File: config.mk
export PLATFORM = sky130hd
export DESIGN_NAME = nibbler_trace_buffer
export DESIGN_NICKNAME = d
export VERILOG_FILES = /design/src/rtl/nibbler_trace_buffer.sv
export SDC_FILE = /design/constraint.sdc
export NUM_CORES = 1
export LEC_CHECK = 0
export ABC_CLOCK_PERIOD_IN_PS = 5560
export BUFFER_PORTS_ARGS = -buffer_cell sky130_fd_sc_hd__buf_2
export CAP_MARGIN = 30
export CORE_MARGIN = 2
export CORE_UTILIZATION = 25
export DETAILED_ROUTE_END_ITERATION = 10
export GPL_TIMING_DRIVEN = 0
export PLACE_DENSITY = 0.48
export SLEW_MARGIN = 10
export SYNTH_ARGS = -nofsm -noshare
export SYNTH_HDL_FRONTEND = slang
export SYNTH_SLANG_ARGS = --single-unit
File: constraint.sdc
create_clock -name clk -period 5.56 [get_ports clk]
set_clock_uncertainty 0.2 [all_clocks]
set_input_delay 0.556 -clock clk [delete_from_list [all_inputs] [get_ports clk]]
set_output_delay 0.556 -clock clk [all_outputs]
set_load 0.01 [all_outputs]
File: src/rtl/nibbler_trace_buffer.sv
// rtl/nibbler_trace_buffer.sv - circular trace capture of Nibbler uP state with pc-match trigger
// Keeps pre-trigger history, stops post_count samples after the trigger and drains oldest-first.
module nibbler_trace_buffer #(
  parameter int PC_W          = 12,
  parameter int PB_W          = 8,
  parameter int DATA_W        = 4,
  parameter int DEPTH         = 16,
  parameter bit CAPTURE_PHASE = 1'b1,
  localparam int ADDR_W       = $clog2(DEPTH),
  localparam int REC_W        = PC_W + PB_W + DATA_W + 2
) (
  input  logic              clk,
  input  logic              reset,
  input  logic              arm,
  input  logic              abort,
  input  logic [PC_W-1:0]   trig_pc,
  input  logic [ADDR_W:0]   post_count,
  input  logic              phase,
  input  logic [PC_W-1:0]   pc,
  input  logic [PB_W-1:0]   program_byte,
  input  logic [DATA_W-1:0] accu,
  input  logic              c_flag,
  input  logic              z_flag,
  input  logic              rd_ready,
  output logic              rd_valid,
  output logic [REC_W-1:0]  rd_data,
  output logic [ADDR_W:0]   fill,
  output logic [1:0]        state,
  output logic              triggered
);

  typedef enum logic [1:0] {
    IDLE      = 2'd0,
    ARMED     = 2'd1,
    CAPTURING = 2'd2,
    DONE      = 2'd3
  } state_t;

  localparam logic [ADDR_W:0] DEPTH_L = (ADDR_W+1)'(DEPTH);
  localparam logic [ADDR_W:0] ONE_L   = (ADDR_W+1)'(1);

  state_t              state_q, state_d;
  logic [REC_W-1:0]    mem [DEPTH];
  logic [ADDR_W-1:0]   wr_ptr;
  logic [ADDR_W-1:0]   rd_base;
  logic [ADDR_W:0]     remaining;
  logic [ADDR_W:0]     post_min;
  logic [REC_W-1:0]    record;
  logic                strobe;
  logic                do_write, do_pop, do_clear, set_trig, dec_rem;

  assign record   = {pc, program_byte, accu, c_flag, z_flag};
  assign post_min = (post_count > DEPTH_L) ? DEPTH_L : post_count;
  assign strobe   = (phase == CAPTURE_PHASE) && ((state_q == ARMED) || (state_q == CAPTURING));

  // Oldest entry sits fill slots behind the write pointer; a full buffer wraps onto wr_ptr itself.
  assign rd_base   = wr_ptr - fill[ADDR_W-1:0];
  assign rd_valid  = (state_q == DONE) && (fill != '0);
  assign rd_data   = rd_valid ? mem[rd_base] : '0;
  assign state     = state_q;

  always_comb begin
    state_d  = state_q;
    do_write = 1'b0;
    do_pop   = 1'b0;
    do_clear = 1'b0;
    set_trig = 1'b0;
    dec_rem  = 1'b0;
    if (abort) begin
      state_d  = IDLE;
      do_clear = 1'b1;
    end else begin
      case (state_q)
        IDLE: begin
          if (arm) begin
            state_d  = ARMED;
            do_clear = 1'b1;
          end
        end
        ARMED: begin
          if (strobe) begin
            do_write = 1'b1;
            if (pc == trig_pc) begin
              set_trig = 1'b1;
              state_d  = (post_min == '0) ? DONE : CAPTURING;
            end
          end
        end
        CAPTURING: begin
          if (strobe) begin
            do_write = 1'b1;
            dec_rem  = 1'b1;
            if (remaining == ONE_L) state_d = DONE;
          end
        end
        DONE: begin
          if (arm) begin
            state_d  = ARMED;
            do_clear = 1'b1;
          end else if (rd_valid && rd_ready) begin
            do_pop = 1'b1;
            if (fill == ONE_L) state_d = IDLE;
          end
        end
        default: state_d = IDLE;
      endcase
    end
  end

  always_ff @(posedge clk or posedge reset) begin
    if (reset) state_q <= IDLE;
    else       state_q <= state_d;
  end

  always_ff @(posedge clk or posedge reset) begin
    if (reset) begin
      fill      <= '0;
      wr_ptr    <= '0;
      triggered <= 1'b0;
      remaining <= '0;
    end else if (do_clear) begin
      fill      <= '0;
      wr_ptr    <= '0;
      triggered <= 1'b0;
      remaining <= '0;
    end else begin
      if (do_write) begin
        wr_ptr <= wr_ptr + ADDR_W'(1);
        if (fill != DEPTH_L) fill <= fill + ONE_L;
      end else if (do_pop) begin
        fill <= fill - ONE_L;
      end
      if (set_trig) begin
        triggered <= 1'b1;
        remaining <= post_min;
      end else if (dec_rem) begin
        remaining <= remaining - ONE_L;
      end
    end
  end

  // Storage carries no reset; rd_data is masked until a capture completes.
  always_ff @(posedge clk) begin
    if (do_write) mem[wr_ptr] <= record;
  end

endmodule

; Word-level counts from Yosys, hierarchy flattened
; Memory sizes are Yosys's and may differ from the RTL's.
; Index checks and enable logic that the tools add are counted.
[op_classes]
n_addsub = 5
n_lt_le_gt_ge = 1
n_eq_ne = 15
muxes = 42
reduce_logical = 15
[ops]
columns = operator, n
row1 = $mux W5, 8
row2 = $mux W26, 1
row3 = $mux W1, 21
row4 = $mux W2, 9
row5 = $eq A12 B12 Y1, 1
row6 = $eq A5 B1 Y1 const B, 2
row7 = $sub A5 B1 Y5 const B, 2
row8 = $ne A3 B3 Y1 const B, 3
row9 = $mux W4, 2
row10 = $ne A4 B3 Y1 const B, 2
row11 = $pmux W2 S4, 1
row12 = $reduce_and A7 Y1, 1
row13 = $ne A3 B2 Y1 const B, 2
row14 = $reduce_bool A3 Y1, 2
row15 = $add A5 B1 Y5 const B, 1
row16 = $gt A5 B5 Y1 const B, 1
row17 = $logic_not A5 Y1, 1
row18 = $ne A5 B5 Y1 const B, 1
row19 = $reduce_bool A5 Y1, 1
row20 = $add A4 B1 Y4 const B, 1
row21 = $eq A2 B2 Y1 const B, 2
row22 = $reduce_bool A2 Y1, 2
row23 = $reduce_or A2 Y1, 2
row24 = $sub A4 B4 Y4, 1
row25 = 6 further kinds, 8
[totals]
regBits = 17
ramBits = 416
in_bits = 49
output_inout_bits = 35
n_memories = 1
[memory_table]
columns = name, depth, word_bits, rd, rd_ports_with_merged_regs, write_ports, line_no
row1 = mem, 16, 26, 1, 0, 1, 43  ; logic [REC_W-1:0] mem [DEPTH];

; Depth between registers and ports, before layout
; Gate-level depths: netlist of the first run.
[logic_depth]
depth_word = 10
ltp_mapped = 10

; Worst setup path after synthesis of the first run
; Ideal clock, no wire load.
[synth_timing]
kind = flip-flop to output port
startpoint = reg wr_ptr[0]
endpoint = out rd_data[0]
arrival_time_ns = 2.459
path_slack_ns = 2.345
stages_incl_launch_ff = 11
path_buffers = 3
path_cell_list = dfrtp_1 -> inv_1 -> ha_1 -> inv_1 -> fa_1 -> clkbuf_1 -> buf_2 -> buf_1 -> mux4_2 -> mux2i_1 -> o22ai_1
[synth_between]
elab_chain_len = 3
[synth_lines]
columns = item, line_no
row1 = from (decl), 44  ; logic [ADDR_W-1:0] wr_ptr;
row2 = from (signal assigned), 128  ; wr_ptr <= wr_ptr + ADDR_W'(1);
row3 = $sub A4 B4 Y4, 57  ; assign rd_base = wr_ptr - fill[ADDR_W-1:0];
row4 = $mem_v2 Z16 W26, --
row5 = $mux W26, 59  ; assign rd_data = rd_valid ? mem[rd_base] : '0;
row6 = to (decl), 26  ; output logic [REC_W-1:0] rd_data,
; Every way passes these cells.

; Worst setup path after layout of the first run
[layout_timing]
startpoint = reg wr_ptr[0]
endpoint = out rd_data[21]
; The elaborated chain is that of the path after synthesis.

==> impl_metrics.yaml, run 1 <==
clock_network:
  cts-buffers-inserted: 45
  cts_tree: "built"
  insertion_delay_ns: 0.58
  ctsResizeCount: 0
  post_cts.repair.setup_buffers: 0
  clkSinkCount: 433
  clock-root-buffer: "clkbuf_16"
  path_clk_slew_ns: 0.06
  htreeDepth: 2
  clockBufferDepth: 3
detailed_routing:
  drt_iter0_markers: 751
  route.detailed.drc: 0
  vias_per_cell: 4.51
  detail_route.first_pass.iterations: 5
  dr_total_vias: 8509
  routed_wl_um: 43800
  avgRoutedWirePerCell_um: 23.2
  antenna_left: 0
finish:
  area_growth_pct: 19.4
  multi_input_area_um2: 4150
  final_cell_area_um2: 20600
  regArea_um2: 12900
  nets: 1035
  layout-drive-gt1-share_pct: 30.7
  fillCellCount: 6658
worst_setup_path:
  max_stage_delay_ns: 0.74
  required_ns: 4.80
  crit_slowest_cell: "buf_1"
  crit_arrival_ns: 4.42
  timing.rr.start: "state[0]"
  criticalPathCategory: "flop to primary output"
  cp_cell_sequence: "inv_1 -> ha_1 -> inv_1 -> fa_1 -> clkbuf_1 -> buf_2 -> buf_1 -> mux4_2 -> mux2i_1 -> o22ai_1 -> buf_2"
  r2r_cells: 8
  r2r_setup_slack_ns: 2.41
  r2r-end: "mem[6][11]"
  cp-end-kind: "primary output"
  worstPathMaxFanout: 10
  startpoint_type: "flop"
synth:
  async_flop_share_pct: 3.93
  avgSynthCellArea_um2: 21.1
  yosys.cell_count.top_type: "edfxtp_1"
  syn_nets: 885
  synth_commonest_cells: "edfxtp_1, mux4_2, mux2i_1"
  synth_area_leaders: "edfxtp_1, mux4_2, mux2i_1"
  synth_edf_count: 416
  synth_area_um2: 17300
  ys_types: 40
  synth_cells: 817
  synth_top_area_share_pct: 72.3
  yosysWarnings: 0
  synth-seq-cells: 433
  yosysSeqAreaShare_pct: 74.8
  yosysTopAreaCell: "edfxtp_1"
  synth_ff_type: "edfxtp_1"
global_route:
  grt_usage_pct: 12.4
  grt_max_degree: 18
  antenna_found_initial: 1
  grt_pass1_vias: 9073
  grt_remaining_overflow: 0
  grt_pass1_wl_um: 63300
timing:
  relSlewSlack_pct: 32.7
  hold_violations: 0
  fmax_mhz: 193
  rsz0062_at_grt: "false"
  tightestPinTransition_ns: 1.01
  min_period_ns: 5.17
  setup-tns-final_ns: 0
  setup_ws_ns: 0.386
  drv_slew: 0
  fin_crit_sh_pct: 93.1
  setup_viol: 0
worst_hold_path:
  hold_end: "remaining[0]"
  hold_depth: 3
  min_from: "post_count[0]"
  min_path_type: "input port to flop"
placed_design:
  dpl_worst_slack_ns: 0.976
  io_buffers: 83
  placed_area_um2: 19300
  globalplace.congestion: 0.740
  place_hpwl_um: 28500
power:
  p_total_w: 0.0107
  vdd_ir_drop_max_mv: 0.368
  power_density_nw_per_um2: 521
  p_leak_nw: 6.83
die:
  die_w_um: 267
  initial_core_util_pct: 25.2
  pin_count: 84
  row_count: 96
  die_h_um: 267
  design.die.area_um2: 71200
  core_area_um2: 68500
flow_run:
  drv_cap: 0
status:
  status: "completed"
## cell usage in the layout (no fill, tap or decap), types with 6 or more instances in the layout
master     synthesis  layout
edfxtp_1         416     416
buf_2             24     108
mux4_2           104     104
mux2i_1           54      54
clkbuf_16          0      45
o22ai_1           26      26
clkbuf_1           6      18
xor2_1            18      18
ha_1              18      18
dfrtp_1           17      17
and2_2             0      16
inv_1             15      15
nor2_1            15      15
nand2_1           14      14
clkinv_1           0      13
buf_16             0      13
nand3b_1           8       8
nor4_1             8       8
buf_1              7       7
a21oi_1            6       6
clkinv_2           0       6
## stage by stage
step | std cells | util (%) | hold WS, ns
after global routing | 1885 | 30.1 | 0.0354
after floorplan | 817 | - | 0.282
after detailed placement | 1800 | 28.1 | 0.293
after global placement | 1782 | 27.5 | 0.287
final | 1886 | 30.1 | 0.0522
after CTS | 1884 | 30.1 | 0.0220
## how the worst max path moves through the flow
stage               startpoint          end  depth (start not counted)
finish               wr_ptr[0]  rd_data[21]                         11
global route         wr_ptr[0]  rd_data[23]                         11
CTS                  wr_ptr[0]  rd_data[23]                         11
detailed placement   wr_ptr[0]  rd_data[23]                         11
global placement     wr_ptr[0]  rd_data[14]                         11
floorplan            wr_ptr[0]   rd_data[0]                         10
## sequential cells by signal (all words and copies together) (netlist names)
name       count
triggered      1
wr_ptr         4
mem          416
state          2
remaining      5
fill           5
## layer usage
layer  vias up  share of wire [%]  GRT usage (%)
met5         -              0.027              0
met1      4522                 47           17.6
met2       226                 46           19.4
met4         2                1.8           3.16
li1       3696                  -              -
met3        63                5.1           2.58
## timing repair
action                                  4_1_cts  5_1_grt
endpoints found under the setup margin        0        0
hold endpoints to repair                     17        0
hold buffers                                  1        0
## cells by family (layout without fill, tap and decap cells)
group                      Yosys count  after routing  share of synthesized area (%)
buffers and inverters               52            238                           1.30
muxes                              158            158                           16.7
and+or+nand+nor                     82             82                           2.70
DFF                                433            433                           74.8
other                                0              1                              0
adders and majority gates           19             19                           1.42
xor gates and xnor gates            24             24                           1.26
AOI/OAI and AO/OA                   49             49                           1.86
## worst max-delay path: cells and delay by family, from the launching register on
family | cells | cell delay (ns)
DFF | 1 | 0.43
adders and majority gates | 2 | 0.73
AOI/OAI and AO/OA | 1 | 0.46
buffers and inverters | 6 | 1.81
muxes | 2 | 0.42
## cell type report
type	count	share of cell area [%]
multi-input cells	332	20.1
flip-flops and latches	433	62.6
clock inverters	26	0.831
plain buffers	37	0.819
repair buffers	103	4.26
inverters	15	0.273
well taps	882	5.35
diodes	1	0.0121
clock buffers	57	5.68
## power breakdown
group          switching, W  internal (W)  leakage (nW)
clock               0.00126       0.00155         0.654
sequential        0.0000529       0.00364          3.97
combinational       0.00229       0.00194          2.21
total               0.00360       0.00713          6.83
(Power assumes the default switching activity.)
==> run 2, diff against run 1 <==
--- a/config.mk
+++ b/config.mk
@@ -12,7 +12,6 @@
 export CORE_UTILIZATION = 25
 export DETAILED_ROUTE_END_ITERATION = 10
 export GPL_TIMING_DRIVEN = 0
-export PLACE_DENSITY = 0.48
 export SLEW_MARGIN = 10
 export SYNTH_ARGS = -nofsm -noshare
 export SYNTH_HDL_FRONTEND = slang
==> impl_metrics.yaml, run 2 (synthesized netlist as in run 1, its figures left out) <==
timing:
  setup-tns-final_ns: 0
  min_period_ns: 5.07
  relSlewSlack_pct: 37.9
  fmax_mhz: 197
  drv_slew: 0
  tightestPinTransition_ns: 0.931
  hold_violations: 0
  setup_ws_ns: 0.489
  setup_viol: 0
  fin_crit_sh_pct: 91.2
  rsz0062_at_grt: "false"
power:
  p_seq_share_pct: 35.2
  p_clk_share_pct: 26.1
  p_total_w: 0.0105
  switchingPower_w: 0.00344
  p_int_w: 0.00707
  power_density_nw_per_um2: 511
  combPwrFrac_pct: 38.7
  vdd_ir_drop_max_mv: 0.578
  p_leak_nw: 6.80
  p_sw_share_pct: 32.8
global_route:
  grt_remaining_overflow: 0
  grt_pass1_wl_um: 59500
  grt_max_degree: 24
  grt_usage_pct: 11.5
  antenna_found_initial: 3
  grt_pass1_vias: 8958
worst_setup_path:
  cp_cell_sequence: "inv_1 -> ha_1 -> inv_1 -> fa_1 -> clkbuf_1 -> buf_2 -> buf_1 -> mux4_2 -> mux2i_1 -> o22ai_1 -> buf_2"
  cp_num_buf_inv: 6
  crit_slowest_cell: "buf_1"
  cp-end-kind: "primary output"
  worstPathMaxFanout: 10
  criticalPathCategory: "flop to primary output"
  max_stage_delay_ns: 0.74
  required_ns: 4.80
  cp_top_family: "buffers and inverters"
  crit_arrival_ns: 4.31
  startpoint_type: "flop"
finish:
  final_cell_area_um2: 20600
  n_antenna_cell: 0
  instances_no_fill: 1876
  regMostFlops: "mem"
  largest_reg_flops: 416
  final_common_cell: "edfxtp_1"
  final_cell_mix: "edfxtp_1, buf_2, mux4_2"
  fillCellCount: 6650
  layout-drive-gt1-share_pct: 30.7
  nets: 1032
  largest_registers: "mem (416), fill (5), remaining (5)"
  area_growth_pct: 19.0
die:
  die_h_um: 267
  row_count: 96
  die_w_um: 267
  core_area_um2: 68500
  pin_count: 84
  design.die.area_um2: 71200
  initial_core_util_pct: 25.2
clock_network:
  insertion_delay_ns: 0.57
  ctsResizeCount: 0
  htreeDepth: 2
  post_cts.repair.setup_buffers: 0
  path_clk_slew_ns: 0.06
  clockBufferDepth: 3
  cts_tree: "built"
  clkSinkCount: 433
  cts-buffers-inserted: 44
  ctsHoldBuffers: 1
  clock-root-buffer: "clkbuf_16"
status:
  status: "completed"
placed_design:
  dpl.cell_count: 1799
  place_hpwl_um: 26500
  placed_area_um2: 19200
  globalplace.congestion: 0.789
  dpl_worst_slack_ns: 1.11
  io_buffers: 83
worst_hold_path:
  min_path_type: "input port to flop"
detailed_routing:
  route.detailed.drc: 0
  routed_wl_um: 40400
  detail_route.first_pass.iterations: 5
  antenna_left: 0
  vias_per_cell: 4.49
  drt_iter0_markers: 730
  dr_total_vias: 8417
  avgRoutedWirePerCell_um: 21.5
flow_run:
  drv_cap: 0
==> run 2: cell count changes in the layout (fill, tap and decap cells not counted) <==
cell        delta
clkinv_2       -1
clkbuf_1       +1
diode_2        -1
inv_6          +2
clkinvlp_4     -1
clkinv_4       -1
clkbuf_16      -1
clkinv_1       -7
clkinv_8       +1
buf_8          -2
==> run 2: per-stage QoR <==
stage / hold slack, ns / utilization (%)
6_report: 0.0732 / 30.0
5_1_grt: 0.0546 / 30.0
3_5_place_dp: 0.294 / 28.1
2_1_floorplan: 0.282 / -
3_3_place_gp: 0.287 / 27.5
4_1_cts: 0.0368 / 30.0
==> run 2: worst min-delay path, cell delays in order <==
cell	delay, ns
buf_2	0.11
nand3b_1	0.08
a21oi_1	0.06
==> run 2: worst paths after layout <==
check	from	endpoint	cells past startpoint	slack [ns]
setup / recovery	wr_ptr[0]	rd_data[23]	11	0.49
hold / removal	post_count[3]	remaining[3]	3	0.07
setup reg to reg	state[0]	mem[6][9]	8	2.54
hold reg to reg	triggered	triggered	2	0.32
max in group asynchronous	reset	remaining[0]	3	4.28
min in group asynchronous	reset	wr_ptr[3]	3	0.43
==> run 2: power by group through the flow <==
| stage | combinational, W | sequential (W) | clock, W |
|---|---|---|---|
| global placement | 0.00411 | 0.00376 | 0 |
| finish | 0.00407 | 0.00370 | 0.00274 |
| floorplan | 0.00295 | 0.00376 | 0 |
| CTS | 0.00417 | 0.00370 | 0.00281 |
| global route | 0.00440 | 0.00370 | 0.00293 |
| detailed placement | 0.00415 | 0.00377 | 0 |
==> run 2: area by class of cell <==
cell class | count | area, um^2 | area share [%]
clock buffer | 57 | 1150 | 5.59
inverter | 15 | 56.3 | 0.274
buffer | 37 | 169 | 0.822
multi-input combinational | 332 | 4150 | 20.2
sequential | 433 | 12900 | 62.8
clock inverter | 19 | 158 | 0.767
timing repair buffer | 101 | 848 | 4.13
tap | 882 | 1100 | 5.37
==> run 2: per-layer routing <==
layer / share of wire (%) / vias up / global-route usage (%)
met4: 1.6 / 4 / 2.78
met1: 43 / 4455 / 15.1
met5: 0.047 / - / 0
li1: - / 3673 / -
met2: 49 / 236 / 19.0
met3: 6.8 / 49 / 3.03
